## src/rtl/trena_pkg.sv

```systemverilog
// Shared definitions for the trena measurement scheduler: state encodings,
// default timing constants and the measurement width.
package trena_pkg;

  localparam int MEDIDA_W = 12;

  // 500 ms and 50 ms at a 50 MHz clock
  localparam int PERIODO_PADRAO = 25_000_000;
  localparam int TIMEOUT_PADRAO = 2_500_000;

  localparam logic [3:0] FALHAS_MAX = 4'd15;

  localparam logic [3:0] E_INICIAL  = 4'd0;
  localparam logic [3:0] E_ESPERA   = 4'd1;
  localparam logic [3:0] E_DISPARA  = 4'd2;
  localparam logic [3:0] E_AGUARDA  = 4'd3;
  localparam logic [3:0] E_REGISTRA = 4'd4;
  localparam logic [3:0] E_FALHA    = 4'd5;

  typedef enum logic [3:0] {
    INICIAL  = E_INICIAL,
    ESPERA   = E_ESPERA,
    DISPARA  = E_DISPARA,
    AGUARDA  = E_AGUARDA,
    REGISTRA = E_REGISTRA,
    FALHA    = E_FALHA
  } estado_t;

endpackage

```

## src/rtl/contador_m.sv

```systemverilog
// Mod-M up-counter with a clear input (zera), an enable (conta) and a
// terminal flag (fim) raised while the count equals M-1. The count holds at
// M-1 instead of wrapping; the owner is expected to clear it.
module contador_m #(
  parameter int M = 20
) (
  input  logic clock,
  input  logic reset,
  input  logic zera,
  input  logic conta,
  output logic fim
);

  localparam int W = (M > 1) ? $clog2(M) : 1;
  localparam logic [W-1:0] ULTIMO = W'(M - 1);

  logic [W-1:0] valor_q;
  logic [W-1:0] valor_d;

  assign fim = (valor_q == ULTIMO);

  // Next count: clear has priority, otherwise advance until the terminal value
  always_comb begin
    valor_d = valor_q;
    if (zera) begin
      valor_d = '0;
    end else if (conta && !fim) begin
      valor_d = valor_q + W'(1);
    end
  end

  // Count register
  always_ff @(posedge clock or posedge reset) begin
    if (reset) begin
      valor_q <= '0;
    end else begin
      valor_q <= valor_d;
    end
  end

endmodule

```

## src/rtl/trena_agendador.sv

```systemverilog
// Scheduler/supervisor for the ultrasonic tape measure: issues periodic or
// manual measurement requests, waits for completion, latches the BCD result
// and recovers from missing echoes with a timeout and a trena reset pulse.
module trena_agendador
  import trena_pkg::*;
#(
  parameter int PERIODO = PERIODO_PADRAO,
  parameter int TIMEOUT = TIMEOUT_PADRAO
) (
  input  logic                clock,
  input  logic                reset,
  input  logic                ligar,
  input  logic                mensurar_manual,
  input  logic                pronto_trena,
  input  logic [MEDIDA_W-1:0] medida_in,
  output logic                mensurar,
  output logic                reset_trena,
  output logic [MEDIDA_W-1:0] medida,
  output logic                medida_valida,
  output logic                timeout,
  output logic [3:0]          contagem_falhas,
  output logic [3:0]          db_estado
);

  estado_t estado_q, estado_d;

  logic manual_prev_q, manual_prev_d;
  logic pronto_prev_q, pronto_prev_d;

  logic [MEDIDA_W-1:0] captura_q, captura_d;
  logic [MEDIDA_W-1:0] medida_q, medida_d;
  logic                timeout_q, timeout_d;
  logic [3:0]          falhas_q, falhas_d;

  logic borda_manual;
  logic borda_pronto;

  logic zera_periodo, conta_periodo, fim_periodo;
  logic zera_timeout, conta_timeout, fim_timeout;

  assign borda_manual = mensurar_manual & ~manual_prev_q;
  assign borda_pronto = pronto_trena & ~pronto_prev_q;

  assign medida          = medida_q;
  assign timeout         = timeout_q;
  assign contagem_falhas = falhas_q;
  assign db_estado       = estado_q;

  contador_m #(.M(PERIODO)) u_intervalo (
    .clock (clock),
    .reset (reset),
    .zera  (zera_periodo),
    .conta (conta_periodo),
    .fim   (fim_periodo)
  );

  contador_m #(.M(TIMEOUT)) u_timeout (
    .clock (clock),
    .reset (reset),
    .zera  (zera_timeout),
    .conta (conta_timeout),
    .fim   (fim_timeout)
  );

  // Previous-value registers follow their inputs every cycle for edge detection
  always_comb begin
    manual_prev_d = mensurar_manual;
    pronto_prev_d = pronto_trena;
  end

  // Next state, counter control, result latching and the one-cycle pulses
  always_comb begin
    estado_d      = estado_q;
    captura_d     = captura_q;
    medida_d      = medida_q;
    timeout_d     = timeout_q;
    falhas_d      = falhas_q;
    mensurar      = 1'b0;
    reset_trena   = 1'b0;
    medida_valida = 1'b0;
    zera_periodo  = 1'b1;
    conta_periodo = 1'b0;
    zera_timeout  = 1'b1;
    conta_timeout = 1'b0;

    case (estado_q)
      INICIAL: begin
        estado_d = ESPERA;
      end

      ESPERA: begin
        zera_periodo  = ~ligar;
        conta_periodo = ligar;
        if ((ligar && fim_periodo) || borda_manual) begin
          zera_periodo = 1'b1;
          estado_d     = DISPARA;
        end
      end

      DISPARA: begin
        mensurar = 1'b1;
        estado_d = AGUARDA;
      end

      AGUARDA: begin
        zera_timeout  = 1'b0;
        conta_timeout = 1'b1;
        if (borda_pronto) begin
          captura_d = medida_in;
          estado_d  = REGISTRA;
        end else if (fim_timeout) begin
          estado_d = FALHA;
        end
      end

      REGISTRA: begin
        medida_valida = 1'b1;
        medida_d      = captura_q;
        timeout_d     = 1'b0;
        estado_d      = ESPERA;
      end

      FALHA: begin
        reset_trena = 1'b1;
        timeout_d   = 1'b1;
        if (falhas_q != FALHAS_MAX) begin
          falhas_d = falhas_q + 4'd1;
        end
        estado_d = ESPERA;
      end

      default: begin
        estado_d = INICIAL;
      end
    endcase
  end

  // State and datapath registers, all cleared by the asynchronous reset
  always_ff @(posedge clock or posedge reset) begin
    if (reset) begin
      estado_q      <= INICIAL;
      manual_prev_q <= 1'b0;
      pronto_prev_q <= 1'b0;
      captura_q     <= '0;
      medida_q      <= '0;
      timeout_q     <= 1'b0;
      falhas_q      <= 4'd0;
    end else begin
      estado_q      <= estado_d;
      manual_prev_q <= manual_prev_d;
      pronto_prev_q <= pronto_prev_d;
      captura_q     <= captura_d;
      medida_q      <= medida_d;
      timeout_q     <= timeout_d;
      falhas_q      <= falhas_d;
    end
  end

endmodule

```

## config.mk

```make
export PLATFORM = sky130hd
export DESIGN_NAME = trena_agendador
export DESIGN_NICKNAME = d
export VERILOG_FILES = /design/src/rtl/trena_pkg.sv /design/src/rtl/contador_m.sv /design/src/rtl/trena_agendador.sv
export SDC_FILE = /design/constraint.sdc
export NUM_CORES = 1
export LEC_CHECK = 0
export ABC_AREA = 0
export CAP_MARGIN = 20
export CORE_MARGIN = 10
export CORE_UTILIZATION = 61
export DETAILED_ROUTE_END_ITERATION = 6
export PLACE_DENSITY = 0.89
export SYNTH_ARGS = -nofsm -noshare
export SYNTH_HDL_FRONTEND = slang
export SYNTH_SLANG_ARGS = --single-unit
```

## constraint.sdc

```tcl
create_clock -name clock -period 4.27 [get_ports clock]
set_input_delay 0.427 -clock clock [delete_from_list [all_inputs] [get_ports clock]]
set_output_delay 0.427 -clock clock [all_outputs]
set_load 0.01 [all_outputs]
```

-- Word level (Yosys, flattened, before mapping)
Cells that the tools add are included.
- bits in registers: 82
- input bits: 17
- word-level logic and storage cells: 57
- add/sub/neg operators: 3
- equal/unequal tests: 11
- multiplexer cells: 16
- bitwise gates (word level): 5
- reductions and logical operators: 13
- operators with widths (cell ; number):
    $mux 25 ; 2
    $mux 22 ; 2
    $add 25x1->25 const B ; 1
    $eq 25x25->1 const B ; 1
    $add 22x1->22 const B ; 1
    $eq 22x22->1 const B ; 1
    $pmux 4 s4 ; 1
    $mux 4 ; 3
    $eq 4x2->1 const B ; 2
    $eq 4x3->1 const B ; 2
    $mux 1 ; 7
    $reduce_and 2->1 ; 3
    $add 4x1->4 const B ; 1
    $eq 4x1->1 const B ; 1
    $logic_not 4->1 ; 1
    $ne 4x4->1 const B ; 1
    $reduce_bool 2->1 ; 2
    $logic_and 1x1->1 ; 3
    $ne 3x2->1 const B ; 1
    $not 1->1 ; 3
    $reduce_or 3->1 ; 1
    $and 1x1->1 ; 2
    $logic_not 1->1 ; 2
    $ne 2x1->1 const B ; 1
    3 further kinds ; 3

-- Logic depth before layout (Yosys ltp)
Gate-level depths: netlist of the first run.
- depth after elaboration: 6
- depth in mapped cells: 6

-- Modules after synthesis
From an unflattened synthesis of the first run, not the netlist that was laid out.
- cell total of the unflattened synthesis: 378
- area total of the unflattened synthesis: 4016.4 um^2
- by module, submodules not included (module ; times used ; cells an instance ; area an instance (um^2)):
    contador_m at u_intervalo ; 1 ; 144 ; 1406.3
    trena_agendador ; 1 ; 101 ; 1388.8
    contador_m at u_timeout ; 1 ; 133 ; 1221.2

-- Worst setup path before layout of the first run
OpenSTA, ideal clock, no wires.
- kind: register to register
- start point: register u_intervalo.valor_q[0]
- end point: register u_intervalo.valor_q[24]
- library setup time: 73 ps
- arrival: 1965 ps
- slack: 2232 ps
- stages on the path, launching flop included: 7
- path buffers: 1
- cells stage by stage: dfrtp_1 -> ha_1 -> nand4_1 -> or4b_1 -> buf_2 -> or4_4 -> a21oi_2
- cells in the longest elaborated chain, start to end: 6
- elaborated cells on any way between the ends: 11
- those cells by class: 1 x add/sub; 1 x eq/ne; 4 x mux; 5 x reduce/logical
- ends and longest elaborated chain (what ; RTL line ; text):
    start: declaration ; contador_m.sv:17 ; logic [W-1:0] valor_q;
    start signal: assignment ; contador_m.sv:37 ; valor_q <= valor_d;
    parallel branches: the longest is 6 deep, another holds $add 25x1->25 ; - ;
Parallel ways; which one is timed is not known. The select of a mux whose other input is x is not followed.
A chain may end at the register's enable or synchronous reset.

-- Worst setup path in the final report of the first run
- start point: register estado_q[1] (netlist: db_estado[1])
- end point: output medida_valida
- cells in the longest elaborated chain, start to end: 2
- ends and longest elaborated chain (what ; RTL line ; text):
    start: declaration ; trena_agendador.sv:25 ; estado_t estado_q, estado_d;
    start signal: assignment ; trena_agendador.sv:149 ; estado_q <= estado_d;
    $eq 4x3->1 ; trena_agendador.sv:86 ; case (estado_q)
    $mux 1 ; trena_agendador.sv:86 ;
    end: declaration ; trena_agendador.sv:19 ; output logic medida_valida,
Every way passes these cells.

==> flow_summary.toml, run 1 <==
[outcome]
status = "completed"

[timing]
hold_ws_ps = 495
finalClockSkew_ps = 6.73
layout_setup_ws_ps = 1810
hold_viol = 0
period_minus_slack_ps = 2460
period_share_pct = 57.7
tightest_slew_ps = 924
fin_setup_tns_ps = 0
maxSlewViolCount = 0
setup_viol = 0
relSlewSlack_pct = 38.2
rsz0062_at_grt = "false"
max_freq_mhz = 406

[die]
start_util_pct = 64.1
die_area_um2 = 9920
ios = 41
die_w_um = 99.6
die_y_um = 99.6
core.rowCount = 28
core_um2 = 6030

[drt]
routed_wl_mm = 8.01
drtAntennaViolNets = 0
drcViolationCount = 0
avgViaCountPerCell = 6.02
wl_per_cell_um = 16.5
first_pass_iters = 4
drt_iter0_markers = 191
vias = 2920

[critical_path]
arrival_ps = 2040
worstPathMaxFanout = 13
slowest_delay_ps = 580
critPathCaptureType = "primary output"
crit_chain = "inv_1 > nand2_1 > nor2_1 > buf_4 > clkdlybuf4s50_1"
critPathTopFamily = "buffers and inverters"
cp_slowest_cell = "clkdlybuf4s50_1"
worst-setup-path-type = "reg -> out"
critPathBufInv = 3
crit_required_ps = 3840
start_kind = "register"

[clock_network]
cts_sinks = 81
cts_setup_buffers = 0
clk_latency_ps = 350
cts.repair.resized = 0
numCtsBuffers = 9
cts_tree = "yes"
hold_buffers = 0
path_clk_slew_ps = 80
htreeDepth = 3
cts_root_buf = "clkbuf_8"
clockBufferDepth = 2

[placed_design]
placed_cells = 469
port_buffers = 39
gp_congestion = 0.819
place_ws_ps = 1810
dp_hpwl_mm = 5.48

[final_layout]
nets = 425
layout-drive-gt1-share_pct = 14.4
syn2layout_area_growth_pct = 17.9
num_antenna_cells = 0
layout_common_cells = "dfrtp_1 (81), clkdlybuf4s50_1 (39), nor2_1 (31), nand2_1 (26), mux2_2 (25)"
fill_cells = 397
final_cells = 485
finish.utilization_pct = 75.6
layout_commonest_cell = "dfrtp_1"

[global_routing]
grt_pass1_vias = 2933
overflow = 0
antenna_found_initial = 0
grt_pass1_wl_mm = 14.0
track_usage_pct = 16.9
grt_max_degree = 54

[synthesis]
ys.flop_type = "dfrtp_1"
yosys.area.top_type_share_pct = 52.5
avgSynthCellArea_um2 = 10.6
ys_async_sr_fraction_pct = 100
ys_ff_latch = 81
ys_seq_area_share_pct = 52.5
ys_warn_count = 0
synth_cell_types = 50
post-synth-top-area-cell = "dfrtp_1"
syn-cell-area_um2 = 3860
synth_area_leaders = "dfrtp_1 (52%), mux2_2 (7.3%), nand3_1 (3.1%), nor2_1 (3.0%), a21oi_1 (3.0%)"
syn_inst = 366
synth_edf_count = 0
syn_nets = 386

[pwr]
p_per_area_nw_per_um2 = 495
power.leakage_nw = 1.83
peakVddDrop_v = 0.000394

[hold_path]
holdCritPathClass = "reg -> reg"

[job]
max_cap_viol_count = 0
report_power, final:
part / internal, W / total (W) / leakage [nW] / switching (W)
combinational: 0.000307 / 0.000561 / 0.631 / 0.000255
clock: 0.000404 / 0.000679 / 0.120 / 0.000275
sequential: 0.000909 / 0.00102 / 1.08 / 0.000106
cell type report:
type / count / area, µm² / area share, %
multi-input combinational: 263 / 1750 / 38.3
inverter: 8 / 31.3 / 0.687
sequential: 81 / 2030 / 44.5
tap: 75 / 93.8 / 2.06
clock inverter: 5 / 103 / 2.25
clock buffer: 11 / 141 / 3.10
timing repair buffer: 42 / 413 / 9.07
worst reg2reg max path, stage by stage (launching register included):
cell and delay [ps]:
dfrtp_1 440, nand2b_1 200, or2_2 470, nor2_1 780, mux2_2 420
synth_stat cells, drive strengths merged (2+ instances only):
cell type   n
nand4      10
mux2i       2
a21boi      2
xnor2      13
nor4        5
or4b        4
and4        6
nand2      26
o31ai       6
a21o        2
xor2       10
ha          3
a21oi      24
or4         6
nor3        6
and3        5
or2         3
nand3      24
or3        11
nand2b      2
o21ai      13
buf         5
nor2       31
mux2       25
dfrtp      81
and2        5
nor4b       4
a2111o      3
clkbuf      9
inv         8
per-stage QoR:
stage                     instance area, µm²  power, W
after floorplan                         3860   0.00134
final                                   4550   0.00226
after global routing                    4550   0.00237
after CTS                               4550   0.00227
after detailed placement                4310   0.00160
after global placement                  4310   0.00157
path summary, 6_finish.rpt:
path	endpoint	depth (start not counted)	start	slack (ps)
worst max-delay path	medida_valida	5	db_estado[1]$_DFFE_PP0P_	1810
worst min-delay path	u_intervalo.valor_q[0]$_DFFE_PP0P_	1	u_intervalo.valor_q[0]$_DFFE_PP0P_	490
worst max register to register	captura_q[8]$_DFFE_PP0P_	4	db_estado[2]$_DFFE_PP0P_	1850
worst min register to register	u_intervalo.valor_q[0]$_DFFE_PP0P_	1	u_intervalo.valor_q[0]$_DFFE_PP0P_	490
max in group asynchronous	contagem_falhas[3]$_DFFE_PP0P_	3	reset	2840
min in group asynchronous	u_intervalo.valor_q[12]$_DFFE_PP0P_	2	reset	560
registers in the layout, indices dropped and copies added (netlist names):
name,count
timeout,1
contagem_falhas,4
db_estado,3
u_timeout.valor_q,22
medida,12
pronto_prev_q,1
manual_prev_q,1
captura_q,12
u_intervalo.valor_q,25
cell families (layout without fill, tap and decap cells):
kind of cell             count (synthesis)  after routing  synth area share (%)
AO/OA/AOI/OAI                           57             57                  9.29
XOR/XNOR                                23             23                  5.21
adder cells (fa/ha/maj)                  3              3                 0.972
buffers and inverters                   22             66                  2.36
flip-flops                              81             81                  52.5
multiplexers                            27             27                  7.80
other                                    1              1                0.0971
AND/OR/NAND/NOR                        152            152                  21.8
per-layer routing:
metal  vias up  global-route usage, %  routed length, µm  part of all wire (%)
met3        11                   5.54                593                   7.4
met2        84                   25.4               3710                    46
li1       1400                      -                  -                     -
met1      1425                   22.0               3590                    45
met4         0                   7.17                119                   1.5
met5         -                      0                  0                     0
Power figures use the tool's default switching activity.
==> run 2: changes to the inputs <==
- CORE_UTILIZATION: 61 -> 51
- PLACE_DENSITY: 0.89 -> 0.8
- clock period: 4.27 -> 2.1 ns (I/O delays scaled with it)
==> run 2 against run 1 <==
  * Power is 100% higher
  * Via count is 1.3% higher
  * Clock power is 89% higher
  * Clock skew is 2.4 ps higher
  * Register-to-register slack worse by 1700 ps
  * Critical path depth is 1 higher
  * Wire length is 3.5% higher
  * Design area is 3.8% higher
  * First-iteration DRC count is 11% lower
  * Global-route usage is 1.9 points lower
  * Combinational power is 120% higher
  * Sequential share of layout area is 1.6 points lower
  * Critical endpoint is now u_intervalo.valor_q[20]$_DFFE_PP0P_
==> flow_summary.toml, run 2 (synthesis gave the netlist of run 1 again) <==
[clock_network]
cts_root_buf = "clkbuf_8"
clockBufferDepth = 2
cts_tree = "yes"
numCtsBuffers = 9
htreeDepth = 3
hold_buffers = 0
cts_sinks = 81
clk_latency_ps = 350
path_clk_slew_ps = 90

[critical_path]
worst-setup-path-type = "reg -> reg"
reg2reg_depth = 6
crit_chain = "ha_1 > nand4_1 > or4b_4 > buf_4 > or3_1 > a21oi_1"
worstPathMaxFanout = 8
critPathTopFamily = "simple AND/OR/NAND/NOR gates"
r2r_setup_slack_ps = 110
start_kind = "register"
arrival_ps = 2270
r2r-end = "u_intervalo.valor_q[20]$_DFFE_PP0P_"
critPathLaunch = "u_intervalo.valor_q[0]$_DFFE_PP0P_"
crit_required_ps = 2380
crit_cells = 6
critPathBufInv = 1
cp_slowest_cell = "or4b_4"
slowest_delay_ps = 560
critPathCaptureType = "register"
endpoint = "u_intervalo.valor_q[20]$_DFFE_PP0P_"
r2r_start = "u_intervalo.valor_q[0]$_DFFE_PP0P_"

[final_layout]
final_cells = 524
num_antenna_cells = 0
layout_commonest_cell = "dfrtp_1"
layout_common_cells = "dfrtp_1 (81), clkdlybuf4s50_1 (38), nor2_1 (31), nand2_1 (26), mux2_2 (25)"
reg_top3 = "u_intervalo.valor_q (25), u_timeout.valor_q (22)"
final-seq-area_um2 = 2030
nets = 440
largest_register_ffs = 25
finish.utilization_pct = 64.8
syn2layout_area_growth_pct = 22.3
multi_input_area_um2 = 1770
layout-drive-gt1-share_pct = 19.1
regMostFlops = "u_intervalo.valor_q"
fill_cells = 595

[drt]
drcViolationCount = 0
avgViaCountPerCell = 5.64
drtAntennaViolNets = 0
first_pass_iters = 4
vias = 2957
wl_per_cell_um = 15.8
routed_wl_mm = 8.29
drt_iter0_markers = 170

[placed_design]
place_ws_ps = 18.3
gp_congestion = 0.813
port_buffers = 39
dp_hpwl_mm = 5.74
placed_cells = 507

[timing]
tightest_slew_ps = 552
relSlewSlack_pct = 63.1
maxSlewViolCount = 0
hold_viol = 0
setup_viol = 0
finalClockSkew_ps = 9.16
period_minus_slack_ps = 1990
fin_setup_tns_ps = 0
layout_setup_ws_ps = 106
max_freq_mhz = 502
period_share_pct = 94.9
rsz0062_at_grt = "false"

[pwr]
power.leakage_nw = 1.91
p_per_area_nw_per_um2 = 965
switching_share_pct = 29.4
p_comb_share_pct = 26.6
internal-power_w = 0.00322
switchingPower_w = 0.00134
finalPower_w = 0.00456
clockPowerShare_pct = 28.1
peakVddDrop_v = 0.000671
p_seq_share_pct = 45.2

[outcome]
status = "completed"

[die]
ios = 41
core_um2 = 7290
die_area_um2 = 11500
die_w_um = 107
die_y_um = 107
start_util_pct = 53.0
core.rowCount = 31

[global_routing]
overflow = 0
grt_max_degree = 82
grt_pass1_wl_mm = 14.1
grt_pass1_vias = 2932
antenna_found_initial = 0
track_usage_pct = 15.0

[hold_path]
holdCritPathClass = "in -> async"

[job]
max_cap_viol_count = 0
-- run 2: layer usage --
| metal | track usage [%] | part of all wire [%] |
|---|---|---|
| met1 | 18.7 | 46 |
| met2 | 23.5 | 45 |
| met3 | 4.91 | 6.9 |
| met4 | 6.09 | 1.7 |
| met5 | 0 | 0 |
-- run 2: area by class of cell --
type,instances,share of cell area (%)
Sequential cell,81,42.9
Multi-Input combinational cell,263,37.3
Timing Repair Buffer,57,11.6
Clock buffer,10,2.91
Tap cell,99,2.62
Clock inverter,6,1.91
Inverter,8,0.715
-- run 2: tightest hold or removal path: stages --
cell,delay (ps)
clkdlybuf4s50_1,440
clkinvlp_4,100
buf_12,350
-- run 2: how the worst min path moves through the flow --
stage                                         end  slack [ps]  cells after the start
2_1_floorplan             manual_prev_q$_DFF_PP0_         240                      0
3_3_place_gp   u_intervalo.valor_q[0]$_DFFE_PP0P_         460                      1
3_5_place_dp                  timeout$_DFFE_PP0P_         470                      2
4_1_cts                   manual_prev_q$_DFF_PP0_         330                      1
5_1_grt                   manual_prev_q$_DFF_PP0_         350                      1
6_report                    medida[5]$_DFFE_PP0P_         310                      3
-- run 2: stage by stage --
stage	instance area [µm²]	hold WS [ps]
CTS	4700	332
floorplan	3870	241
finish	4730	310
global route	4730	352
global placement	4470	458
detailed placement	4470	474
-- run 2: what timing repair did --
action                     CTS  global route
pin swaps                    0             2
gates resized for setup      1             6
setup buffers                0             1
gates cloned                 0             0
setup endpoints to repair    1            22
-- run 2: power groups by stage --
| stage | clock network, W | registers (W) | logic [W] |
|---|---|---|---|
| CTS | 0.00130 | 0.00207 | 0.00124 |
| global placement | 0 | 0.00207 | 0.00119 |
| detailed placement | 0 | 0.00210 | 0.00123 |
| global route | 0.00137 | 0.00211 | 0.00134 |
| finish | 0.00128 | 0.00206 | 0.00122 |
| floorplan | 0 | 0.00212 | 0.000614 |
